File: src/rtl/link_control.sv
// rtl/link_control.sv - game-sequencing FSM driving character drawer strobes and map/char redraw
//
// Once per video frame: sample buttons, issue at most one move/attack strobe,
// then run a map redraw followed by a character redraw and return to idle.
//
// Ports:
//   clock_i, reset_i          clock, asynchronous active-high reset
//   btn_*_i                   synchronised player buttons (active-high levels)
//   frame_tick_i              one-cycle pulse per video frame
//   map_done_i, draw_done_i   one-cycle completion pulses from the drawers
//   init_o, idle_o, attack_o, move_*_o   Moore strobes to the character drawer
//   draw_map_o, draw_char_o   drawer run levels
//   draw_err_o                one-cycle pulse after a draw timeout
//   overrun_o                 saturating count of dropped frame ticks
module link_control #(
    parameter int unsigned ATTACK_FRAMES = 16,
    parameter int unsigned TIMEOUT       = 65535
) (
    input  logic       clock_i,
    input  logic       reset_i,
    input  logic       btn_up_i,
    input  logic       btn_down_i,
    input  logic       btn_left_i,
    input  logic       btn_right_i,
    input  logic       btn_attack_i,
    input  logic       frame_tick_i,
    input  logic       map_done_i,
    input  logic       draw_done_i,
    output logic       init_o,
    output logic       idle_o,
    output logic       attack_o,
    output logic       move_up_o,
    output logic       move_down_o,
    output logic       move_left_o,
    output logic       move_right_o,
    output logic       draw_map_o,
    output logic       draw_char_o,
    output logic       draw_err_o,
    output logic [7:0] overrun_o
);

    localparam logic [2:0] S_RESET  = 3'd0;
    localparam logic [2:0] S_INIT   = 3'd1;
    localparam logic [2:0] S_IDLE   = 3'd2;
    localparam logic [2:0] S_MOVE   = 3'd3;
    localparam logic [2:0] S_ATTACK = 3'd4;
    localparam logic [2:0] S_MAP    = 3'd5;
    localparam logic [2:0] S_CHAR   = 3'd6;

    localparam logic [1:0] DIR_UP    = 2'd0;
    localparam logic [1:0] DIR_DOWN  = 2'd1;
    localparam logic [1:0] DIR_LEFT  = 2'd2;
    localparam logic [1:0] DIR_RIGHT = 2'd3;

    localparam logic [7:0]  ATTACK_LOAD  = 8'(ATTACK_FRAMES - 1);
    localparam logic [15:0] TIMEOUT_LAST = 16'(TIMEOUT - 1);

    logic [2:0]  state_q, state_d;
    logic [1:0]  dir_q, dir_d;
    logic [7:0]  attack_cnt_q, attack_cnt_d;
    logic        pending_q, pending_d;
    logic [7:0]  overrun_q, overrun_d;
    logic [15:0] tmo_cnt_q, tmo_cnt_d;
    logic        err_q, err_d;
    logic        in_draw;
    logic        timed_out;

    always_comb begin
        state_d      = state_q;
        dir_d        = dir_q;
        attack_cnt_d = attack_cnt_q;
        pending_d    = pending_q;
        overrun_d    = overrun_q;
        err_d        = 1'b0;

        in_draw   = (state_q == S_MAP) || (state_q == S_CHAR);
        timed_out = in_draw && (tmo_cnt_q == TIMEOUT_LAST);

        // Ticks outside idle are buffered one deep; a tick onto a full
        // buffer is dropped and counted.
        if ((state_q != S_IDLE) && frame_tick_i) begin
            pending_d = 1'b1;
            if (pending_q && (overrun_q != 8'hFF)) begin
                overrun_d = overrun_q + 8'd1;
            end
        end

        case (state_q)
            S_RESET: state_d = S_INIT;
            S_INIT:  state_d = S_MAP;
            S_IDLE: begin
                if (frame_tick_i || pending_q) begin
                    pending_d = 1'b0;
                    if (attack_cnt_q != 8'd0) begin
                        attack_cnt_d = attack_cnt_q - 8'd1;
                        state_d      = S_MAP;
                    end else if (btn_attack_i) begin
                        attack_cnt_d = ATTACK_LOAD;
                        state_d      = S_ATTACK;
                    end else if (btn_up_i ^ btn_down_i) begin
                        dir_d   = btn_up_i ? DIR_UP : DIR_DOWN;
                        state_d = S_MOVE;
                    end else if (btn_left_i ^ btn_right_i) begin
                        dir_d   = btn_left_i ? DIR_LEFT : DIR_RIGHT;
                        state_d = S_MOVE;
                    end else begin
                        state_d = S_MAP;
                    end
                end
            end
            S_MOVE, S_ATTACK: state_d = S_MAP;
            S_MAP: begin
                // done has priority over a coincident timeout
                if (map_done_i) begin
                    state_d = S_CHAR;
                end else if (timed_out) begin
                    state_d = S_IDLE;
                    err_d   = 1'b1;
                end
            end
            S_CHAR: begin
                if (draw_done_i) begin
                    state_d = S_IDLE;
                end else if (timed_out) begin
                    state_d = S_IDLE;
                    err_d   = 1'b1;
                end
            end
            default: state_d = S_RESET;
        endcase

        // Counter restarts on every entry to a draw state, including MAP->CHAR.
        if (in_draw && (state_d == state_q)) begin
            tmo_cnt_d = tmo_cnt_q + 16'd1;
        end else begin
            tmo_cnt_d = 16'd0;
        end
    end

    always_ff @(posedge clock_i or posedge reset_i) begin
        if (reset_i) begin
            state_q      <= S_RESET;
            dir_q        <= DIR_UP;
            attack_cnt_q <= 8'd0;
            pending_q    <= 1'b0;
            overrun_q    <= 8'd0;
            tmo_cnt_q    <= 16'd0;
            err_q        <= 1'b0;
        end else begin
            state_q      <= state_d;
            dir_q        <= dir_d;
            attack_cnt_q <= attack_cnt_d;
            pending_q    <= pending_d;
            overrun_q    <= overrun_d;
            tmo_cnt_q    <= tmo_cnt_d;
            err_q        <= err_d;
        end
    end

    assign init_o       = (state_q == S_INIT);
    assign idle_o       = (state_q == S_IDLE);
    assign attack_o     = (state_q == S_ATTACK);
    assign move_up_o    = (state_q == S_MOVE) && (dir_q == DIR_UP);
    assign move_down_o  = (state_q == S_MOVE) && (dir_q == DIR_DOWN);
    assign move_left_o  = (state_q == S_MOVE) && (dir_q == DIR_LEFT);
    assign move_right_o = (state_q == S_MOVE) && (dir_q == DIR_RIGHT);
    assign draw_map_o   = (state_q == S_MAP);
    assign draw_char_o  = (state_q == S_CHAR);
    assign draw_err_o   = err_q;
    assign overrun_o    = overrun_q;

endmodule

File: config.mk
export PLATFORM = sky130hd
export DESIGN_NAME = link_control
export DESIGN_NICKNAME = d
export VERILOG_FILES = /design/src/rtl/link_control.sv
export SDC_FILE = /design/constraint.sdc
export NUM_CORES = 1
export LEC_CHECK = 0
export ABC_AREA = 1
export BUFFER_PORTS_ARGS = -buffer_cell sky130_fd_sc_hd__buf_4
export CAP_MARGIN = 20
export CORE_ASPECT_RATIO = 0.9
export CORE_MARGIN = 3
export CORE_UTILIZATION = 58
export CTS_CLUSTER_SIZE = 25
export DETAILED_ROUTE_END_ITERATION = 8
export GPL_ROUTABILITY_DRIVEN = 0
export PLACE_DENSITY = 0.76
export SLEW_MARGIN = 20
export SYNTH_ARGS = -nofsm -noshare
export SYNTH_HDL_FRONTEND = slang
export SYNTH_SLANG_ARGS = --single-unit
File: constraint.sdc
create_clock -name clock_i -period 2.3 [get_ports clock_i]
set_input_delay 0.23 -clock clock_i [delete_from_list [all_inputs] [get_ports clock_i]]
set_output_delay 0.23 -clock clock_i [all_outputs]
set_load 0.02 [all_outputs]
==> metrics.md <==
| Metric | Value |
|---|---|
| Drt total wl | about 4.5 mm |
| I/O pins | 28 |
| CTS Root Cell | clkbuf_8 |
| Register Area | approximately 1000 µm² |
| Worst-path clk slew | approximately 80 ps |
| Post-Synth XOR/XNOR Area | 0.0983 |
| Setup TNS | 0 ps |
| Register area share after synthesis | 0.421 |
| Crit share post-route | 0.838 |
| GR Overflow Total | 0 |
| # rows | 21 |
| Initial Util | 0.612 |
| Largest net degree at the start of global routing | 40 |
| TritonCTS clock tree | yes |
| Final Hold Fails | 0 |
| Slew margin rel. | 0.653 |
| Die span in x | roughly 73 µm |
| Peak supply drop | approximately 0.74 mV |
| Fmax | approximately 520 MHz |
| Max-slew violations | 0 |
| Final setup violation count | 0 |
| Vias in the first global route | roughly 1700 |
| Final #Nets | between 300 and 400 |
| Vias/cell | between 5 and 6 |
| Port-buffer cells | 27 |
| Core area | ~3800 µm² |
| H-Tree Depth | 2 |
| R2R setup slack | approximately 370 ps |
| RSZ-0062 raised after global routing | no |
| Mapped Cells | ~280 |
| Arrival @ worst endpoint | approximately 2100 ps |
| Startpoint Class | flop |
| CP Max Fanout | 16 |
| Initial antenna violation count | 0 |
| Post-synth top area share | 0.421 |
| DP Wirelength | about 3.3 mm |
| Die Area | roughly 4800 µm² |
| PD cells | roughly 980 nW/µm² |
| Largest family of logic cells by synthesized area | simple AND/OR/NAND/NOR gates |
| Synth unique cells | 29 |
| Top cells by area, synth | dfrtp_1 (42%), nand2_1 (9.4%), inv_1 (5.8%) |
| Mapped cell area | 2320 µm² |
| Tmin final | 1930 ps |
| Synth area leader | dfrtp_1 |
| Layout cell share with drive strength beyond 1 | 0.202 |
| Routed len/inst | approximately 12 µm |
| Synth Area in Compound Gates | 0.0459 |
| Antenna diodes | 0 |
| Max-Cap Viols | 0 |
| Sw frac | 0.418 |
| Mux share of post-synthesis cell area | 0 |
| Sequential group share of total power | 0.385 |
| TritonCTS buffer count | 5 |
| Simple-gate share of the synthesized area | 0.339 |
| Syn Area/Cell | about 8.2 µm² |
| First-pass GRT wire length | about 7.7 mm |
| Worst-margin pin slew | between 500 and 600 ps |
| DRC | 0 |
| Gate power share | 0.401 |
| Setup crit end kind | flop |
| Post-CTS Resized | 0 |
| Worst-Skew Late Latency | about 290 ps |
| Clock Sinks | 39 |
| Total power | between 2 and 3 mW |
| Sw power | ~1.1 mW |
| Min-delay worst type | in -> async |
| Cts hold-fix bufs | 0 |
| GRT Overall Usage | 0.206 |
| Via count | roughly 1900 |
| Status | completed |
| Post-Synth Adder-Cell Area | 0.0216 |
| Multi-input gate area | ~1200 µm² |
| Die Y | between 60 and 70 µm |
| Filler cells | approximately 320 |
| Cell Int Power | between 1.5 and 2 mW |
| Clk buf depth | 2 |
| Pleak | 1.26 nW |
| Post-route antenna net violation count | 0 |
| Post-CTS Setup Inserts | 0 |
| Skew final | 8.30 ps |
| FF+latch count, synth | 39 |
| Initial DRC count | 95 |
| Warnings, synthesis | 0 |
| CP Data Required Time | about 2500 ps |
| Kind of critical path | reg -> reg |
| Area delta synth->final | 14.9% |
| Clock power frac | 0.213 |
| Mapped Nets | between 200 and 300 |
| DRT Pass-1 Iters | 4 |
## synth_stat cells
cell type and n:
a21oi_1 6, a21oi_2 1, a22oi_1 1, and2_1 1
buf_12 1, buf_2 1, dfrtp_1 39, ha_1 4
inv_1 36, inv_2 3, nand2_1 58, nand2_2 9
nand2_4 1, nand3_1 16, nand3_2 2, nand3b_1 1
nand4_1 5, nor2_1 36, nor2_2 3, nor2_4 10
nor2_8 1, nor3_1 10, nor4_1 3, o211ai_1 1
o21ai_0 5, o21ai_1 1, o31ai_1 3, xnor2_1 11
xor2_1 15
## layout make-up
type                       instances  share of cell area
multi-input combinational        204               0.439
timing repair buffer              28              0.0789
tap                               46              0.0216
clock buffer                       6              0.0273
sequential                        39               0.367
inverter                          39              0.0550
clock inverter                     1              0.0113
## worst paths after layout
path	startpoint	to	cells after the start
worst max-delay path	attack_cnt_q[0]$_DFFE_PP0P_	tmo_cnt_q[4]$_DFF_PP0_	11
worst min-delay path	reset_i	overrun_o[4]$_DFFE_PP0P_	3
worst max register to register	attack_cnt_q[0]$_DFFE_PP0P_	tmo_cnt_q[4]$_DFF_PP0_	11
worst min register to register	attack_cnt_q[7]$_DFFE_PP0P_	attack_cnt_q[7]$_DFFE_PP0P_	2
max in group asynchronous	reset_i	overrun_o[7]$_DFFE_PP0P_	3
min in group clock_i	map_done_i	state_q[2]$_DFF_PP0_	3
## cells by family (layout without fill, tap and decap cells)
kind of cell	after synthesis	after routing
AOI/OAI and AO/OA	18	18
xor gates and xnor gates	26	26
adders and majority gates	4	4
buffers and inverters	41	74
DFF	39	39
and+or+nand+nor	156	156
## flip-flops by register name, summed over array words and instances, names as in the netlist
register / count
tmo_cnt_q: 16
attack_cnt_q: 8
overrun_o: 8
state_q: 3
dir_q: 2
draw_err_o: 1
pending_q: 1
## power groups by stage
| stage | Sequential, mW | Clock [mW] | Combinational, mW |
|---|---|---|---|
| floorplan | 1.04 | 0 | 0.750 |
| detailed placement | 1.01 | 0 | 1.04 |
| CTS | 1.00 | 0.567 | 1.04 |
| global placement | 1.00 | 0 | 1.02 |
| global route | 1.03 | 0.593 | 1.15 |
| finish | 1.00 | 0.555 | 1.04 |
## critical path: stages (launching register included)
cell     delay (ps)
dfrtp_1         360
inv_1           130
ha_1            230
nand3_1         130
nor2_1          190
nand3_1         120
nand2_1          90
nand3_2          60
nand2_1          70
inv_2            40
nand2_4         280
nor2_1           70
## cell usage in the layout (no fill, tap or decap), types with 2 or more instances in the layout
| cell type | n |
|---|---|
| nor2_2 | 3 |
| xnor2_1 | 11 |
| inv_1 | 36 |
| ha_1 | 4 |
| buf_4 | 28 |
| dfrtp_1 | 39 |
| o31ai_1 | 3 |
| nand3_1 | 16 |
| nand3_2 | 2 |
| nor2_4 | 10 |
| nor3_1 | 10 |
| inv_2 | 3 |
| nor4_1 | 3 |
| nand2_2 | 9 |
| a21oi_1 | 6 |
| nand4_1 | 5 |
| nand2_1 | 58 |
| clkbuf_8 | 5 |
| o21ai_0 | 5 |
| xor2_1 | 15 |
| nor2_1 | 36 |
## metrics by stage
| stage | cells | utilization | instance area, µm² | worst slack, ps | hold WS, ps |
|---|---|---|---|---|---|
| after floorplan | 284 | - | 2320 | 638 | 384 |
| after global placement | 356 | 0.677 | 2560 | 468 | 384 |
| after detailed placement | 356 | 0.677 | 2560 | 370 | 393 |
| after CTS | 363 | 0.704 | 2660 | 361 | 79.0 |
| after global routing | 363 | 0.704 | 2660 | 154 | 91.4 |
| final | 363 | 0.704 | 2660 | 373 | 44.3 |
## metal layers
metal	routed length, µm	track usage
met5	0	0
met1	2370	0.316
met2	1830	0.288
met3	212	0.0410
met4	61	0.0622
No activity file was read; power rests on OpenSTA's default activity.
